### config.mk
export PLATFORM = sky130hd
export DESIGN_NAME = ram_reader
export DESIGN_NICKNAME = d
export VERILOG_FILES = /design/src/rtl/ram_reader.sv
export SDC_FILE = /design/constraint.sdc
export NUM_CORES = 1
export LEC_CHECK = 0
export ABC_CLOCK_PERIOD_IN_PS = 2500
export CAP_MARGIN = 20
export CELL_PAD_IN_SITES_DETAIL_PLACEMENT = 1
export CELL_PAD_IN_SITES_GLOBAL_PLACEMENT = 1
export CORE_AREA = 2 2 68 95
export DETAILED_ROUTE_END_ITERATION = 16
export DIE_AREA = 0 0 70 97
export MAX_ROUTING_LAYER = met4
export PLACE_DENSITY_LB_ADDON = 0.1
export SKIP_LAST_GASP = 1
export SYNTH_ARGS = -nofsm -noshare
export SYNTH_HDL_FRONTEND = slang
export SYNTH_SLANG_ARGS = --single-unit
### constraint.sdc
create_clock -name CLOCK_50 -period 2.5 [get_ports CLOCK_50]
set_clock_uncertainty 0.2 [all_clocks]
set_input_delay 0.5 -clock CLOCK_50 [delete_from_list [all_inputs] [get_ports CLOCK_50]]
set_output_delay 0.5 -clock CLOCK_50 [all_outputs]
set_load 0.02 [all_outputs]
### src/rtl/ram_reader.sv
`default_nettype none
// ============================================================================
// Module   : ram_reader
// Brief    : Raster read-back engine for the 160x120 3-bit game RAM. Walks
//            every cell in raster order (x fastest), issues one synchronous
//            read per non-held cycle and emits a registered plot stream
//            (x, y, colour, plot) for the VGA adapter.
// Revision : 1.0 - initial release
// ============================================================================
module ram_reader #(
  parameter int WIDTH   = 160,
  parameter int HEIGHT  = 120,
  parameter int X_W     = 8,
  parameter int Y_W     = 7,
  parameter int COLOR_W = 3
) (
  input  logic               CLOCK_50,
  input  logic               reset,
  input  logic               start,
  input  logic               hold,
  output logic [X_W+Y_W-1:0] address,
  input  logic [COLOR_W-1:0] q,
  output logic [X_W-1:0]     x,
  output logic [Y_W-1:0]     y,
  output logic [COLOR_W-1:0] colour,
  output logic               plot,
  output logic               busy,
  output logic               done
);

  // Last coordinates of the frame; counters never exceed these.
  localparam logic [X_W-1:0] c_X_LAST = X_W'(WIDTH - 1);
  localparam logic [Y_W-1:0] c_Y_LAST = Y_W'(HEIGHT - 1);

  // Scan state encoding.
  localparam logic [1:0] c_ST_IDLE  = 2'd0;
  localparam logic [1:0] c_ST_SCAN  = 2'd1;
  localparam logic [1:0] c_ST_DRAIN = 2'd2;

  logic [1:0]         r_state;
  logic [1:0]         w_next_state;

  // Scan counters (coordinate of the next read to issue).
  logic [X_W-1:0]     r_sx;
  logic [Y_W-1:0]     r_sy;

  // Stage 1: registered read address plus coordinate copies.
  logic               r_v1;
  logic [X_W+Y_W-1:0] r_address;
  logic [X_W-1:0]     r_x1;
  logic [Y_W-1:0]     r_y1;

  // Stage 2: registered plot outputs.
  logic [X_W-1:0]     r_x;
  logic [Y_W-1:0]     r_y;
  logic [COLOR_W-1:0] r_colour;
  logic               r_plot;
  logic               r_done;

  // Decoded controls.
  logic               w_accept;
  logic               w_issue;
  logic               w_last_issue;
  logic               w_busy;
  logic               w_x_wrap;
  logic               w_last_pixel;

  assign w_x_wrap     = (r_sx == c_X_LAST);
  assign w_last_issue = w_x_wrap && (r_sy == c_Y_LAST);
  assign w_last_pixel = r_v1 && (r_x1 == c_X_LAST) && (r_y1 == c_Y_LAST);

  // State register.
  always_ff @(posedge CLOCK_50 or posedge reset) begin
    if (reset) begin
      r_state <= c_ST_IDLE;
    end else begin
      r_state <= w_next_state;
    end
  end

  // Next-state logic: drain waits for the last read to leave stage 1.
  always_comb begin
    w_next_state = r_state;
    case (r_state)
      c_ST_IDLE: begin
        if (start) begin
          w_next_state = c_ST_SCAN;
        end
      end
      c_ST_SCAN: begin
        if (!hold && w_last_issue) begin
          w_next_state = c_ST_DRAIN;
        end
      end
      c_ST_DRAIN: begin
        if (!r_v1) begin
          w_next_state = c_ST_IDLE;
        end
      end
      default: begin
        w_next_state = c_ST_IDLE;
      end
    endcase
  end

  // Output decode: start acceptance, read issue and busy flag.
  always_comb begin
    w_accept = 1'b0;
    w_issue  = 1'b0;
    w_busy   = 1'b0;
    case (r_state)
      c_ST_IDLE: begin
        w_accept = start;
      end
      c_ST_SCAN: begin
        w_issue = !hold;
        w_busy  = 1'b1;
      end
      c_ST_DRAIN: begin
        w_busy = 1'b1;
      end
      default: begin
        w_busy = 1'b0;
      end
    endcase
  end

  // Raster counters: zeroed on accept, advanced only on issue cycles.
  always_ff @(posedge CLOCK_50 or posedge reset) begin
    if (reset) begin
      r_sx <= '0;
      r_sy <= '0;
    end else if (w_accept) begin
      r_sx <= '0;
      r_sy <= '0;
    end else if (w_issue) begin
      if (w_x_wrap) begin
        r_sx <= '0;
        r_sy <= r_sy + 1'b1;
      end else begin
        r_sx <= r_sx + 1'b1;
      end
    end
  end

  // Stage 1: present the read address; a held cycle injects a bubble.
  always_ff @(posedge CLOCK_50 or posedge reset) begin
    if (reset) begin
      r_v1      <= 1'b0;
      r_address <= '0;
      r_x1      <= '0;
      r_y1      <= '0;
    end else begin
      r_v1 <= w_issue;
      if (w_issue) begin
        r_address <= {r_sx, r_sy};
        r_x1      <= r_sx;
        r_y1      <= r_sy;
      end
    end
  end

  // Stage 2: capture RAM data with its coordinates; never stalled by hold.
  always_ff @(posedge CLOCK_50 or posedge reset) begin
    if (reset) begin
      r_x      <= '0;
      r_y      <= '0;
      r_colour <= '0;
      r_plot   <= 1'b0;
      r_done   <= 1'b0;
    end else begin
      r_plot <= r_v1;
      r_done <= w_last_pixel;
      if (r_v1) begin
        r_x      <= r_x1;
        r_y      <= r_y1;
        r_colour <= q;
      end
    end
  end

  assign address = r_address;
  assign x       = r_x;
  assign y       = r_y;
  assign colour  = r_colour;
  assign plot    = r_plot;
  assign busy    = w_busy;
  assign done    = r_done;

endmodule
`default_nettype wire

# Word-level counts from Yosys, hierarchy flattened
# Cells that the tools add are included.
# totals
register_bits,68
latchBits,0
ramBits,0
romBits,0
out_inout_bits,36
n_memories,0
# op_classes
n_addsub,2
multipliers,0
div,0
magnitude_cmp,0
n_eq_ne,9
shifts,0
n_mux,13
bitwise,0
reduce_logical,11
# op_table
cell,n
$mux W8,3
$mux W7,3
$eq A8 B8 Y1 const B,2
$eq A7 B7 Y1 const B,2
$add A8 B1 Y8 const B,1
$add A7 B1 Y7 const B,1
$mux W2,3
$ne A2 B2 Y1 const B,3
$pmux W2 S3,1
$logic_and A1 B1 Y1,4
$reduce_bool A2 Y1,2
$mux W1,3
$reduce_and A3 Y1,1
$eq A2 B1 Y1 const B,1
$eq A2 B2 Y1 const B,1
$logic_not A2 Y1,1
$reduce_and A2 Y1,1
$reduce_or A2 Y1,1
$logic_not A1 Y1,1

# Logic depth before layout (Yosys ltp)
# Gate-level depths: netlist of the first run.
# depth
depth_word,5
depth_mapped,8
depth_no_buf,7

# Worst setup path after synthesis of the first run
# No wires, ideal clock.
# synth_path
kind,register -> register
start,reg r_state[1]
end,"reg r_address[12], in the netlist address[12]"
arrival_ns,1.609
t_required_ns,2.235
path_slack_ns,0.625
path_stages_with_launch,9
n_path_buf,2
cell_sequence,dfrtp_1 > inv_1 > ha_1 > nand2b_1 > inv_1 > clkbuf_1 > clkbuf_1 > nand2_1 > nand2_1
# synth_between
elab_chain_len,2
# synth_rtl
element,line_no,source
start: declaration,40,logic [1:0] r_state;
start signal: assignment,75,r_state <= c_ST_IDLE;
start signal: assignment,77,r_state <= w_next_state;
$eq A2 B1 Y1,111,case (r_state)
$mux W1,111,
via w_issue,62,logic w_issue;
end signal: assignment,156,"r_address <= {r_sx, r_sy};"
end: declaration,49,logic [X_W+Y_W-1:0] r_address;
# The timed path passes the listed nets, and every way through them passes these cells.
# A chain may end at the register's enable or synchronous reset.

# Final worst setup path of the first run
# layout_path
start,reg r_state[0]
end,out busy
# layout_between
elab_chain_len,3
word_cells_on_any_way,4
# layout_rtl
element,line_no,source
$eq A2 B2 Y1 or $eq A2 B1 Y1 (tied branches),111,
$reduce_or A2 Y1 (no line) (*),-,
$mux W1 (*),111,
end: declaration,27,"output logic busy,"
# Mark *: on every way between the ends. The rest lies on a longest branch, timed or not.

==> results of run 1 <==
## Yosys cell counts (2+ instances only)
library cell               number  area (µm²)
sky130_fd_sc_hd__a21oi_1        3       15.01
sky130_fd_sc_hd__nand4_1       10       62.56
sky130_fd_sc_hd__inv_1          5       18.77
sky130_fd_sc_hd__xnor2_1        5       43.79
sky130_fd_sc_hd__nor4_1         3       18.77
sky130_fd_sc_hd__nor3_1         5       25.02
sky130_fd_sc_hd__buf_1          2       7.510
sky130_fd_sc_hd__o21ai_0        2       10.01
sky130_fd_sc_hd__nand2_1       50       187.7
sky130_fd_sc_hd__mux2_2        20       225.2
sky130_fd_sc_hd__nor2_1        13       48.80
sky130_fd_sc_hd__dfrtp_1       53        1326
sky130_fd_sc_hd__ha_1           7       87.58
sky130_fd_sc_hd__xor2_1         5       43.79
sky130_fd_sc_hd__clkbuf_1       6       22.52
sky130_fd_sc_hd__nand3_1        4       20.02
## sequential cells by signal (all words and copies together) (netlist names)
name,cells
address,15
r_sx,8
x,8
r_sy,7
y,7
colour,3
r_state,2
done,1
plot,1
r_v1,1
## metal layers
layer	vias up	GRT usage, %	part of all wire, %
met4	0	4.882	1.4
li1	805	-	-
met1	847	20.74	45
met3	6	2.604	3.3
met5	-	-	0
met2	33	24.25	50
## through the flow
stage	hold slack, ns	util [%]
final	0.3110	50.15
after global routing	0.3335	50.15
after CTS	0.3187	50.15
after detailed placement	0.2958	48.66
after global placement	0.2878	48.66
after floorplan	0.1693	-
## final timing paths
kind | cells after the start | end
worst max register to register | 5 | r_state[1]
worst min register to register | 1 | x[4]
min in group asynchronous | 3 | address[2]
worst max-delay path | 3 | busy
max in group asynchronous | 3 | address[9]
worst min-delay path | 1 | x[4]
## where the power goes
group	switching, mW	total (mW)	internal, mW
registers	0.0850	1.03	0.949
clock network	0.285	0.482	0.198
logic	0.343	0.652	0.308
total	0.713	2.17	1.46
## layout make-up
class | count | area (µm²)
fill | 654 | 2923
sequential | 53 | 1326
clock inverter | 2 | 15.01
clock buffer | 6 | 72.57
timing repair buffer | 51 | 500.5
multi-input combinational | 142 | 919.6
tap | 70 | 87.58
inverter | 5 | 18.77
## cell families after synthesis
group	synth area share (%)
fa+ha+maj	3.800
simple gates	19.27
flops	57.55
buf+inv	2.551
xor+xnor	3.800
compound gates	2.823
mux	10.21
==> flow_summary.toml, run 1 <==
[setup_path]
ordered_list_of_cells_on_the_worst_path = "inv_1, ha_1, clkdlybuf4s50_1"
cpLargestDelayFamily = "buffers and inverters"
critPathSlowestCell = "sky130_fd_sc_hd__clkdlybuf4s50_1"
setup.worst_path.end_class = "output port"
timing.critical_path.required_ns = 1.80
crit_path_max_incr_delay_ns = 0.60
cp.buffers_inverters = 2
crit_start_category = "flip-flop"
rr_startpoint = "r_sx[0]"
setup.reg_to_reg.worst_slack_ns = 0.46
startpoint = "r_state[0]"
worstSetupPathType = "reg2out"
critPathMaxFanout = 4
worst_ep_arrival_time_ns = 1.70

[sta]
fin_crit_sh_pct = 96.16
final.setup.tns_ns = 0
final_period_minus_worst_setup_slack_ns = 2.404
setup_slack_ns = 0.09591
slew-limit-headroom_pct = 74.86
timing.final.setup_violations = 0
tightest_slew_ns = 0.3771
final_hold_viol_count = 0
max_clock_freq_mhz = 416.0
report.final.slew_viol_count = 0
grt_setup_unrepaired = "false"

[routing]
routed_wire_length_per_instance_um = 14.82
detail-route-antenna-nets = 0
detail_route.first_pass.iterations = 4
detail_route.drc_violations = 0
iter_0_drt_violations = 103
wirelength_um = 4877
routed_via_density = 5.140
vias = 1691

[power]
p_total_mw = 2.168
vdd.ir_drop.worst_uv = 378.0
power_per_cell_area_nw_per_um2 = 737.5
leakagePower_nw = 1.375

[synthesis]
netlist_instances = 210
async_flop_share_pct = 100.0
synthesis.area_um2 = 2305
number_of_enable_flip_flop_cells_after_synthesis = 0
synth.avg_cell_area_um2 = 10.97
ys_seq_area_share_pct = 57.55
ys_ff_latch = 53
synth.yosys.warnings = 0
ys_types = 33
mappedNetlistNets = 224
synth_top_flop_cell = "sky130_fd_sc_hd__dfrtp_1"

[cells_and_area]
final-instance-count-excl-fill = 329
design_area_final_um2 = 2940
nNetsFinal = 272
insertedDiodeCount = 0
mostFrequentLayoutCells = "53 x sky130_fd_sc_hd__dfrtp_1, 50 x sky130_fd_sc_hd__nand2_1, 42 x sky130_fd_sc_hd__clkdlybuf4s50_1"
syn2layout_area_growth_pct = 27.58
post_route_cells_drive_above_1_share_pct = 15.44
layout.cells.most_common = "sky130_fd_sc_hd__dfrtp_1"

[clock_tree]
cts_buffers = 5
quantity_of_hold_fixing_buffers_added_after_cts = 0
cts_tree = "done"
htreeDepth = 2
cts.clk_slew.worst_paths_ns = 0.10
clock-root-buffer = "sky130_fd_sc_hd__clkbuf_8"
numClockSinks = 53
clock_tree.buffer_depth = 2
post_cts_repair_timing_setup_buffer_count = 0
cts_resized = 0
worstSkewPairLatency_ns = 0.31

[floorplan]
floorplan.die.height_um = 97
floorplan.core_area_um2 = 5863
floorplan.rows = 33
die-width_um = 70
initial_core_util_pct = 39.31
ios = 43
floorplan.die_area_um2 = 6790

[status]
status = "complete, no violations"

[grt]
global_route.overflow_total = 0
antenna_violations_before_repair = 0
grt_pass1_wl_um = 8280
grt_start_max_net_pins = 54
grt_overall_usage_pct = 15.54
first_global_vias = 1670

[min_path]
holdCritPathClass = "reg2reg"
worstHoldStart = "x[4]"

[placed_design]
place.gp.congestion = 0.8182
placed_cell_area_um2 = 2853
dp.cells = 321
dp_worst_setup_slack_ns = 0.1405
place.detailed.hpwl_um = 3525
port_buffers = 42

[run]
drv.max_cap_violation_count = 0
No activity file was read; power rests on OpenSTA's default activity.
==> run 2, diff against run 1 <==
--- a/config.mk
+++ b/config.mk
@@ -5,13 +5,13 @@
 export SDC_FILE = /design/constraint.sdc
 export NUM_CORES = 1
 export LEC_CHECK = 0
-export ABC_CLOCK_PERIOD_IN_PS = 2500
+export ABC_CLOCK_PERIOD_IN_PS = 2100
 export CAP_MARGIN = 20
 export CELL_PAD_IN_SITES_DETAIL_PLACEMENT = 1
 export CELL_PAD_IN_SITES_GLOBAL_PLACEMENT = 1
-export CORE_AREA = 2 2 68 95
+export CORE_AREA = 2 2 71 100
 export DETAILED_ROUTE_END_ITERATION = 16
-export DIE_AREA = 0 0 70 97
+export DIE_AREA = 0 0 73 102
 export MAX_ROUTING_LAYER = met4
 export PLACE_DENSITY_LB_ADDON = 0.1
 export SKIP_LAST_GASP = 1
==> constraint.sdc (replaced) <==
create_clock -name CLOCK_50 -period 2.1 [get_ports CLOCK_50]
set_clock_uncertainty 0.2 [all_clocks]
set_input_delay 0.42 -clock CLOCK_50 [delete_from_list [all_inputs] [get_ports CLOCK_50]]
set_output_delay 0.42 -clock CLOCK_50 [all_outputs]
set_load 0.02 [all_outputs]
==> run 2 against run 1 <==
Non-clock buffer count is 11 higher. Sequential power is 18% higher. Sequential share of layout area is 1.5 points lower. Total power is 20% higher. Count of clock-buffer cells in the layout stayed put. Final cell count is 4.6% higher. First-iteration DRC count is 44% lower. Critical path type unchanged. Via count is 1.1% lower. Core utilization is 3.5 points lower. Final area is 3.5% higher. Critical path depth stayed put. Clock power is 18% higher.
==> flow_summary.toml, run 2 (same netlist as run 1, synthesis figures left out) <==
[status]
status = "complete, no violations"

[setup_path]
setup.worst_path.end_class = "output port"
crit_start_category = "flip-flop"
worst_ep_arrival_time_ns = 1.40
worstSetupPathType = "reg2out"
critPathMaxFanout = 4
timing.critical_path.required_ns = 1.48

[grt]
grt_start_max_net_pins = 23
global_route.overflow_total = 0
first_global_vias = 1726
grt_overall_usage_pct = 15.38
antenna_violations_before_repair = 0
grt_pass1_wl_um = 8576

[routing]
detail_route.drc_violations = 0
detail_route.first_pass.iterations = 4
routed_wire_length_per_instance_um = 14.73
iter_0_drt_violations = 58
wirelength_um = 5067
detail-route-antenna-nets = 0
routed_via_density = 4.860
vias = 1672

[sta]
max_clock_freq_mhz = 495.6
grt_setup_unrepaired = "true"
final_period_minus_worst_setup_slack_ns = 2.018
fin_worst_hold_slack_ns = 0.2247
timing.final.setup_violations = 0
slew-limit-headroom_pct = 71.32
fin_crit_sh_pct = 96.08
setup_slack_ns = 0.08239
report.final.slew_viol_count = 0
tightest_slew_ns = 0.4296
final_hold_viol_count = 0

[power]
leakagePower_nw = 1.432
power_per_cell_area_nw_per_um2 = 854.7
vdd.ir_drop.worst_uv = 439.3
p_total_mw = 2.602

[placed_design]
place.gp.congestion = 0.7346
place.detailed.hpwl_um = 3923
placed_cell_area_um2 = 2945
dp_worst_setup_slack_ns = -0.1514
dp.cells = 335
port_buffers = 42

[clock_tree]
cts.clk_slew.worst_paths_ns = 0.10
numClockSinks = 53
worstSkewPairLatency_ns = 0.30
htreeDepth = 2
clock_tree.buffer_depth = 2
cts_tree = "done"
cts_buffers = 5
clock-root-buffer = "sky130_fd_sc_hd__clkbuf_8"

[cells_and_area]
layout.cells.most_common = "sky130_fd_sc_hd__dfrtp_1"
post_route_cells_drive_above_1_share_pct = 20.00
final-instance-count-excl-fill = 344
syn2layout_area_growth_pct = 32.08
nNetsFinal = 283
largest_register_ff_count = 15
design_area_final_um2 = 3044
num-fill-cells = 729
mostFrequentLayoutCells = "53 x sky130_fd_sc_hd__dfrtp_1, 50 x sky130_fd_sc_hd__nand2_1, 41 x sky130_fd_sc_hd__clkdlybuf4s50_1"
insertedDiodeCount = 0

[floorplan]
floorplan.die_area_um2 = 7446
floorplan.core_area_um2 = 6525
floorplan.rows = 35
ios = 43
die-width_um = 73
initial_core_util_pct = 35.32
floorplan.die.height_um = 102

[min_path]
holdCritPathClass = "in2async"

[run]
drv.max_cap_violation_count = 0
[run 2: changes by cell type in the layout (fill, tap and decap cells not counted), sizes merged]
cell and delta:
buf +11, clkdlybuf4s50 -1, dlygate4sd2 +1
[run 2: metrics by stage]
stage	util, %	setup TNS [ns]
after floorplan	-	0
after CTS	46.46	0
final	46.65	0
after global routing	46.65	-0.001847
after detailed placement	45.14	-0.3396
after global placement	45.14	-0.3015
[run 2: final cells by class]
class	instances	area (µm²)	area share (%)
clock buffer	6	72.57	2.384
clock inverter	2	15.01	0.4932
inverter	5	18.77	0.6165
multi-input combinational	142	924.6	30.37
sequential	53	1326	43.57
tap	74	92.59	3.042
timing repair buffer	62	594.3	19.52
[run 2: critical path, cell delays in order, from the launching register on]
cell and delay (ns):
sky130_fd_sc_hd__dfrtp_1 0.41, sky130_fd_sc_hd__inv_1 0.13, sky130_fd_sc_hd__ha_1 0.24, sky130_fd_sc_hd__dlygate4sd2_1 0.32
[run 2: report_power, final]
part / internal, mW / total, mW / switching [mW]
registers: 1.13 / 1.22 / 0.0867
clock network: 0.236 / 0.571 / 0.336
logic: 0.389 / 0.814 / 0.425
total: 1.75 / 2.60 / 0.847
[run 2: per-layer routing]
metal	GRT usage [%]	wire (µm)	vias up
met5	-	0	-
met4	3.846	57	0
met3	2.959	134	5
met2	26.06	2613	28
met1	18.73	2263	816
li1	-	-	823
[run 2: path summary, 6_finish.rpt]
check	startpoint	end	slack [ns]	depth (start not counted)
worst max-delay path	r_state[1]	busy	0.08	3
worst min-delay path	reset	y[4]	0.22	2
worst max register to register	r_sx[1]	r_state[1]	0.15	5
worst min register to register	x[2]	x[2]	0.31	1
max in group asynchronous	reset	x[6]	1.01	3
min in group CLOCK_50	x[2]	x[2]	0.31	1
[run 2: timing repair]
item / CTS / global route
pin swaps: 0 / 1
setup endpoints to repair: 1 / 6
setup buffers: 0 / 1
hold buffers: 0 / 0
resized for setup: 1 / 3
==> run 3, diff against run 2 <==
--- a/config.mk
+++ b/config.mk
@@ -6,7 +6,6 @@
 export NUM_CORES = 1
 export LEC_CHECK = 0
 export ABC_CLOCK_PERIOD_IN_PS = 2100
-export CAP_MARGIN = 20
 export CELL_PAD_IN_SITES_DETAIL_PLACEMENT = 1
 export CELL_PAD_IN_SITES_GLOBAL_PLACEMENT = 1
 export CORE_AREA = 2 2 71 100
==> results of run 3 <==
Same layout as run 2: the final DEF is identical, and so are final timing and power.
